File: src/rtl/bkram_pkg.sv
// Shared types and constants for the backup-RAM SD sequencer.
package bkram_pkg;

  typedef enum logic [1:0] {
    StIdle,
    StReq,
    StAck
  } bk_state_e;

  localparam int unsigned SECTOR_BYTES = 512;
  localparam int unsigned SECTOR_WORDS = 256;

endpackage

File: src/rtl/bkram_sd_ctrl.sv
// Backup-RAM save/load sequencer between the hps_io SD sector port and cartridge save RAM.
// Supports multiple save slots, request rejection and a completion pulse.
module bkram_sd_ctrl
  import bkram_pkg::*;
#(
  parameter int unsigned SECTORS = 128,
  parameter int unsigned SLOTS   = 1,
  parameter int unsigned SECT_W  = $clog2(SECTORS),
  parameter int unsigned SLOT_W  = (SLOTS > 1) ? $clog2(SLOTS) : 1
) (
  input  logic                clk_sys,
  input  logic                reset,
  input  logic                downloading,
  input  logic                img_mounted,
  input  logic                img_readonly,
  input  logic [63:0]         img_size,
  input  logic                load_req,
  input  logic                save_req,
  input  logic                autosave_en,
  input  logic                osd_open,
  input  logic [SLOT_W-1:0]   slot,
  input  logic                bram_change,
  output logic [31:0]         sd_lba,
  output logic                sd_rd,
  output logic                sd_wr,
  input  logic                sd_ack,
  input  logic [7:0]          sd_buff_addr,
  input  logic                sd_buff_wr,
  output logic [SECT_W+7:0]   bram_addr,
  output logic                bram_we,
  output logic                bk_ena,
  output logic                bk_loading,
  output logic                busy,
  output logic                sav_pending,
  output logic                done,
  output logic                reject
);

  bk_state_e           state_q, state_d;
  logic [SECT_W-1:0]   idx_q, idx_d;
  logic [SLOT_W-1:0]   slot_q, slot_d;
  logic                loading_q, loading_d;
  logic                rd_q, rd_d;
  logic                wr_q, wr_d;
  logic                bk_ena_q, bk_ena_d;
  logic                sav_q, sav_d;
  logic                done_q, done_d;
  logic                reject_q, reject_d;

  // Registered input copies and the edge pulses derived from them.
  logic load_q, save_q, ack_q, dl_q, as_q;
  logic load_edge_q, save_edge_q, as_edge_q, ack_rise_q, ack_fall_q, dl_fall_q;

  logic        as_term;
  logic        save_edge;
  logic        auto_load;
  logic        req_ok;
  logic        start_load;
  logic        start_save;
  logic [63:0] need_bytes;

  assign as_term   = sav_q & osd_open & autosave_en;
  assign save_edge = save_edge_q | as_edge_q;
  assign auto_load = dl_fall_q & bk_ena_q & (img_size != 64'd0);

  // The selected slot must lie entirely inside the mounted image.
  assign need_bytes = (64'(slot) + 64'd1) * 64'(SECTORS) * 64'(SECTOR_BYTES);
  assign req_ok     = bk_ena_q & (32'(slot) < SLOTS) & (img_size >= need_bytes);

  assign start_load = (state_q == StIdle) & (auto_load | (load_edge_q & req_ok));
  assign start_save = (state_q == StIdle) & ~auto_load & ~load_edge_q & save_edge & req_ok;

  always_comb begin
    state_d   = state_q;
    idx_d     = idx_q;
    slot_d    = slot_q;
    loading_d = loading_q;
    rd_d      = rd_q;
    wr_d      = wr_q;
    done_d    = 1'b0;
    reject_d  = 1'b0;

    case (state_q)
      StIdle: begin
        reject_d = ~auto_load & (load_edge_q | save_edge) & ~req_ok;
        if (start_load || start_save) begin
          state_d   = StReq;
          idx_d     = '0;
          slot_d    = slot;
          loading_d = start_load;
          rd_d      = start_load;
          wr_d      = start_save;
        end
      end
      StReq: begin
        if (ack_rise_q) begin
          rd_d    = 1'b0;
          wr_d    = 1'b0;
          state_d = StAck;
        end
      end
      StAck: begin
        if (ack_fall_q) begin
          if (&idx_q) begin
            state_d   = StIdle;
            loading_d = 1'b0;
            done_d    = 1'b1;
          end else begin
            idx_d   = idx_q + SECT_W'(1);
            rd_d    = loading_q;
            wr_d    = ~loading_q;
            state_d = StReq;
          end
        end
      end
      default: state_d = StIdle;
    endcase
  end

  always_comb begin
    bk_ena_d = bk_ena_q;
    if (downloading & ~dl_q) bk_ena_d = 1'b0;
    if (downloading & img_mounted & ~img_readonly) bk_ena_d = 1'b1;
  end

  // A write landing on the save-start cycle must survive, so set wins.
  always_comb begin
    sav_d = sav_q;
    if (start_save) sav_d = 1'b0;
    if (bram_change & ~osd_open) sav_d = 1'b1;
  end

  always_ff @(posedge clk_sys) begin
    if (reset) begin
      state_q     <= StIdle;
      idx_q       <= '0;
      slot_q      <= '0;
      loading_q   <= 1'b0;
      rd_q        <= 1'b0;
      wr_q        <= 1'b0;
      bk_ena_q    <= 1'b0;
      sav_q       <= 1'b0;
      done_q      <= 1'b0;
      reject_q    <= 1'b0;
      load_q      <= 1'b0;
      save_q      <= 1'b0;
      ack_q       <= 1'b0;
      dl_q        <= 1'b0;
      as_q        <= 1'b0;
      load_edge_q <= 1'b0;
      save_edge_q <= 1'b0;
      as_edge_q   <= 1'b0;
      ack_rise_q  <= 1'b0;
      ack_fall_q  <= 1'b0;
      dl_fall_q   <= 1'b0;
    end else begin
      state_q     <= state_d;
      idx_q       <= idx_d;
      slot_q      <= slot_d;
      loading_q   <= loading_d;
      rd_q        <= rd_d;
      wr_q        <= wr_d;
      bk_ena_q    <= bk_ena_d;
      sav_q       <= sav_d;
      done_q      <= done_d;
      reject_q    <= reject_d;
      load_q      <= load_req;
      save_q      <= save_req;
      ack_q       <= sd_ack;
      dl_q        <= downloading;
      as_q        <= as_term;
      load_edge_q <= load_req & ~load_q;
      save_edge_q <= save_req & ~save_q;
      as_edge_q   <= as_term & ~as_q;
      ack_rise_q  <= sd_ack & ~ack_q;
      ack_fall_q  <= ~sd_ack & ack_q;
      dl_fall_q   <= ~downloading & dl_q;
    end
  end

  assign sd_lba      = 32'({slot_q, idx_q});
  assign sd_rd       = rd_q;
  assign sd_wr       = wr_q;
  assign bram_addr   = {idx_q, sd_buff_addr};
  assign bram_we     = sd_buff_wr & sd_ack & loading_q;
  assign bk_ena      = bk_ena_q;
  assign bk_loading  = loading_q;
  assign busy        = (state_q != StIdle);
  assign sav_pending = sav_q;
  assign done        = done_q;
  assign reject      = reject_q;

endmodule

File: config.mk
export PLATFORM = sky130hd
export DESIGN_NAME = bkram_sd_ctrl
export DESIGN_NICKNAME = d
export VERILOG_FILES = /design/src/rtl/bkram_pkg.sv /design/src/rtl/bkram_sd_ctrl.sv
export SDC_FILE = /design/constraint.sdc
export NUM_CORES = 1
export LEC_CHECK = 0
export BUFFER_PORTS_ARGS = -buffer_cell sky130_fd_sc_hd__buf_4
export CAP_MARGIN = 15
export CORE_MARGIN = 2
export CORE_UTILIZATION = 36
export DETAILED_ROUTE_END_ITERATION = 10
export GPL_TIMING_DRIVEN = 0
export PLACE_DENSITY = 0.84
export SLEW_MARGIN = 15
export SYNTH_ARGS = -nofsm -noshare
export SYNTH_HDL_FRONTEND = slang
export SYNTH_SLANG_ARGS = --single-unit
File: constraint.sdc
create_clock -name clk_sys -period 2.2 [get_ports clk_sys]
set_input_delay 0.44 -clock clk_sys [delete_from_list [all_inputs] [get_ports clk_sys]]
set_output_delay 0.44 -clock clk_sys [all_outputs]
set_load 0.1 [all_outputs]
# After elaboration in Yosys (flattened, before gate mapping)

Cells that the tools add are included.

Register bits after elaboration: 28
Bits in latches: 0
RAM bits: 0
Memory bits (read-only): 0
Output and inout bits: 56
Word-level logic and storage cells: 119
Memories kept: 0

$add $sub $neg: 2
$mul: 0
Div/mod/pow operators: 0
Order comparisons: 2
Equality and inequality tests: 7
Shift operators: 0
Multiplexer cells: 26
Bitwise operators: 45
Reductions and logical operators: 16

Operator list:

| cell                  | number |
|---|---|
| $ge A64 B18 Y1        | 1 |
| $reduce_bool A64 Y1   | 1 |
| $and A1 B1 Y1         | 26 |
| $mux W7               | 3 |
| $not A1 Y1            | 16 |
| $mux W1               | 15 |
| $pmux W7 S2           | 1 |
| $ne A2 B2 Y1 const B  | 4 |
| $reduce_and A4 Y1     | 2 |
| $reduce_bool A2 Y1    | 4 |
| $add A7 B1 Y7 const B | 1 |
| $reduce_and A7 Y1     | 1 |
| $mux W2               | 3 |
| $pmux W1 S3           | 2 |
| $pmux W2 S3           | 1 |
| $reduce_and A5 Y1     | 1 |
| $or A1 B1 Y1          | 3 |
| $reduce_and A3 Y1     | 1 |
| $reduce_bool A3 Y1    | 1 |
| $reduce_or A3 Y1      | 1 |
| $add A1 B1 Y2 const B | 1 |
| $eq A2 B1 Y1 const B  | 1 |
| $eq A2 B2 Y1 const B  | 1 |
| $logic_not A2 Y1      | 1 |
| other kinds (6)       | 6 |

# Depth between registers and ports, before layout

Depth after elaboration: 10
Gate-level depth with buffers: 10
Mapped depth without buffers: 9

# Worst setup path after synthesis

Ideal clock, no wire load.

Kind: reg-to-reg
Start point: reg state_q[0]
End point: reg state_q[1]
Setup time: 0.129 ns
Arrival: 2.449 ns
Required time: 2.071 ns
Path slack: -0.378 ns
Cell stages (with the launch flop): 9
Path buffers: 0
Cell sequence: dfxtp_1 > inv_1 > ha_1 > inv_1 > nor4_1 > a22o_2 > a221oi_1 > mux2i_1 > nor2_1

Cells in the longest elaborated chain, start to end: 8
Elaborated cells between the ends (all ways): 14
Classes of those cells: 5 x eq/ne; 1 x mux; 5 x bitwise; 3 x reduce/logical

RTL lines:

| element                            | line                                                          | source |
|---|---|---|
| start, declared                    | bkram_sd_ctrl.sv:39                                           | `bk_state_e state_q, state_d;` |
| start signal, assigned             | bkram_sd_ctrl.sv:135                                          | `state_q <= StIdle;` |
| start signal, assigned             | bkram_sd_ctrl.sv:157                                          | `state_q <= state_d;` |
| $logic_not A2 Y1                   | bkram_sd_ctrl.sv:70, bkram_sd_ctrl.sv:71, bkram_sd_ctrl.sv:83 |  |
| $and A1 B1 Y1 (4 in a row)         | bkram_sd_ctrl.sv:71                                           | `assign start_save = (state_q == StIdle) & ~auto_load & ~load_edge_q & save_edge & req_ok;` |
| $logic_or A1 B1 Y1                 | bkram_sd_ctrl.sv:86                                           | `if (start_load \|\| start_save) begin` |
| $ne A2 B1 Y1 (no source line)      | n/a                                                           |  |
| $reduce_and A3 Y1 (no source line) | n/a                                                           |  |

Several ways; a longest one is shown, not always the timed one.
A chain may end at the register's enable or synchronous reset.

# Worst setup path after layout

Start point: in img_size[31]
End point: reg idx_q[4]

Cells in the longest elaborated chain, start to end: 10
Elaborated cells between the ends (all ways): 15
Classes of those cells: 1 x order compare; 1 x eq/ne; 10 x bitwise; 3 x reduce/logical

RTL lines:

| element                                                                | line                 | source |
|---|---|---|
| start, declared                                                        | bkram_sd_ctrl.sv:16  | `input logic [63:0] img_size,` |
| parallel branches: the longest is 7 deep, another holds $ge A64 B18 Y1 | n/a                  |  |
| $logic_or A1 B1 Y1 (*)                                                 | bkram_sd_ctrl.sv:86  |  |
| $ne A2 B1 Y1 (no source line) (*)                                      | n/a                  |  |
| $reduce_and A4 Y1 (no source line) (*)                                 | n/a                  |  |
| end signal, assigned                                                   | bkram_sd_ctrl.sv:158 | `idx_q <= idx_d;` |
| end, declared                                                          | bkram_sd_ctrl.sv:40  | `logic [SECT_W-1:0] idx_q, idx_d;` |

Mark *: on every way between the ends.

==> summary.txt <==
Run status
  • Status: complete, no violations

Final layout
  • Post-layout util: 61.7%
  • Area grow syn2layout: 65.0%
  • Layout cells sized above 1: 54.0%
  • Final Non-Filler Cells: 413
  • Multi-input gate area: 1040 µm²
  • ANT cells: 0
  • Reg area: 568 µm²
  • Fillers: 442
  • Nets: 441

Synth
  • Syn_area_per_cell: 8.43 µm²
  • Post-synthesis sequential area ratio: 31.5%
  • Cell variety after synth: 44
  • Synthesized flop and latch total: 28
  • Post-synth ARST share: 0%
  • YS warnings: 0
  • Synth area leader: dfxtp_1
  • Most instantiated cells after synthesis: 40 x buf_4, 28 x dfxtp_1, 16 x nor4_1
  • Synth Flop Type: dfxtp_1
  • Syn Inst Count: 211
  • Largest cells by area after synthesis: dfxtp_1 32%, buf_4 17%, ha_1 5.6%
  • Post-synth EDFFs: 0
  • Top-count cell post-synth: buf_4
  • Post-synth top area share: 31.5%
  • Netlist Area Pre-Place: 1780 µm²

Power and ir drop
  • Worst vdd ir: 0.488 mV
  • Power after layout: 1.81 mW
  • Pwr/cell area: 616 nW/µm²
  • Reg power frac: 31.2%
  • Leakage: 1.39 nW
  • Clock power share: 14.8%
  • Comb pwr share: 54.0%
  • Sw frac: 44.8%
  • Pint: 0.996 mW
  • Sw Pwr: 0.810 mW

Clock network
  • Worst-path clk slew: 90 ps
  • Root buffer cell: clkbuf_8
  • Clk buf depth: 2
  • Clock Latency Late Sink: 270 ps
  • Inserted Clock Buffers: 3
  • H-tree Lvls: 1
  • Clock sink count: 28
  • TritonCTS clock tree: built

Place
  • Port Buf Inserts: 107
  • Place WS: -241 ps
  • Post-placement cell count: 408
  • Final GP Congestion: 0.802
  • DP HPWL: 4170 µm

STA
  • Worst clock skew: 11.3 ps
  • Setup violations, final: 0
  • Final Hold Viols: 0
  • Hold_ws: 346 ps
  • Max-slew headroom: 64.3%
  • Worst Tran Pin Value: 535 ps
  • Tcrit/Tclk final: 95.0%
  • Fin worst setup slack: 111 ps
  • Tmin final: 2090 ps
  • Final Slew Violations: 0
  • FMAX: 479 MHz

Routing
  • Vias/cell: 4.46
  • Via count of the routed design: 1844
  • DRT Pass-1 Iters: 4
  • Wirelength per Cell: 12.5 µm
  • DRC errors left: 0
  • DRT iter0 DRCs: 37
  • Final wirelength: 5150 µm
  • Remaining antenna violation count: 0

Floorplanning
  • Row cnt: 25
  • IO Pins: 141
  • Die Height: 74.3 µm
  • Starting density of the core: 37.4%
  • Die area: 5520 µm²
  • Die width: 74.3 µm
  • Core box area: 4750 µm²

Critical path
  • WP buf/inv: 1
  • CP peak stage delay: 590 ps
  • Worst setup path class: in -> reg
  • Top Family by Delay on Critical Path: simple AND/OR/NAND/NOR gates
  • CP arrival: 2280 ps
  • Critical Path, Cell by Cell: buf_4 -> nor4_1 -> nand4_1 -> or4_4 -> o21ba_2 -> a21oi_2 -> nor2_2 -> nor3_1
  • Kind of end point of the critical path: flop
  • Critical Path RT: 2390 ps
  • Setup crit start kind: input port
  • Crit-path max FO: 5
  • Max stage delay cell, worst path: or4_4

Global route
  • First-pass GRT wire length: 7440 µm
  • Vias in the first global route: 1743
  • GRT overflow: 0
  • Largest net degree at the start of global routing: 15
  • GRT Overall Usage: 17.3%
  • Initial antenna violation count: 0

Flow run
  • Max capacitance violation total: 0

Min path
  • Hold Path Class: in -> reg
## power groups by stage
stage | combinational, mW | clock (mW) | sequential (mW)
after floorplan | 0.587 | 0 | 0.687
after global placement | 0.896 | 0 | 0.574
after detailed placement | 0.910 | 0 | 0.575
after CTS | 0.912 | 0.270 | 0.563
after global routing | 1.03 | 0.289 | 0.567
final | 0.976 | 0.267 | 0.564
## path summary, 6_finish.rpt
path,start,endpoint,slack (ps),cells after the start
max reg2reg,state_q[0],idx_q[1],160,8
min,sd_ack,ack_fall_q,350,2
min reg2reg,save_q,save_edge_q,380,1
max,img_size[31],idx_q[4],110,8
## placed cells by master (no fill, tap or decap), types with 2 or more instances in the layout
master,instances
buf_4,148
conb_1,24
dfxtp_1,22
nor4_1,12
a21oi_1,12
nor2b_1,9
nand2_1,9
nor3_1,9
inv_1,7
nor2_1,7
ha_1,7
nand4_1,6
dfxtp_2,6
nand3_1,5
xnor2_1,4
clkbuf_1,3
nor4_2,3
a21oi_2,3
o21ai_0,3
clkbuf_8,3
inv_2,2
nor3b_1,2
or3_1,2
nor2_2,2
and3_1,2
nand2b_1,2
nand3b_1,2
o31ai_1,2
buf_12,2
## flip-flops by register name (all words and copies together), names as in the netlist
| register | flops |
|---|---|
| ack_fall_q | 1 |
| sav_pending | 1 |
| ack_q | 1 |
| state_q | 2 |
| ack_rise_q | 1 |
| dl_q | 1 |
| bk_ena | 1 |
| save_q | 1 |
| as_edge_q | 1 |
| as_q | 1 |
| reject | 1 |
| done | 1 |
| bk_loading | 1 |
| load_q | 1 |
| load_edge_q | 1 |
| save_edge_q | 1 |
| dl_fall_q | 1 |
| sd_rd | 1 |
| slot_q | 1 |
| sd_wr | 1 |
| idx_q | 7 |
## through the flow
| stage | TNS (ps) | instance area [µm²] |
|---|---|---|
| after floorplan | -92.0 | 1890 |
| after global placement | -2000 | 2780 |
| after detailed placement | -2360 | 2780 |
| after CTS | 0 | 2820 |
| after global routing | -0.897 | 2930 |
| final | 0 | 2930 |
## area by class of cell
type	count	area share, %
multi-input combinational	152	35.3
clock buffer	3	1.41
sequential	28	19.4
buffer	43	10.6
tap	67	2.86
inverter	10	1.41
timing repair buffer	110	29.0
## cell families after synthesis
family                   synth area share [%]
adder cells (fa/ha/maj)                  5.63
multiplexers                            0.563
AND/OR/NAND/NOR                          26.7
flip-flops                               31.5
AO/OA/AOI/OAI                            13.5
other                                   0.211
XOR/XNOR                                 1.97
buffers and inverters                    19.8
## what timing repair did
action / CTS / global route
hold buffers: 0 / 0
gates resized for setup: 0 / 13
setup endpoints to repair: 0 / 12
setup buffers: 0 / 3
## metal layers
metal	vias up	global-route usage [%]	share of wire (%)
met4	0	2.78	1.0
met1	810	19.9	39
met2	71	32.8	53
met3	6	4.47	7.0
met5	-	0	0
li1	957	-	-
(Power assumes the default switching activity.)
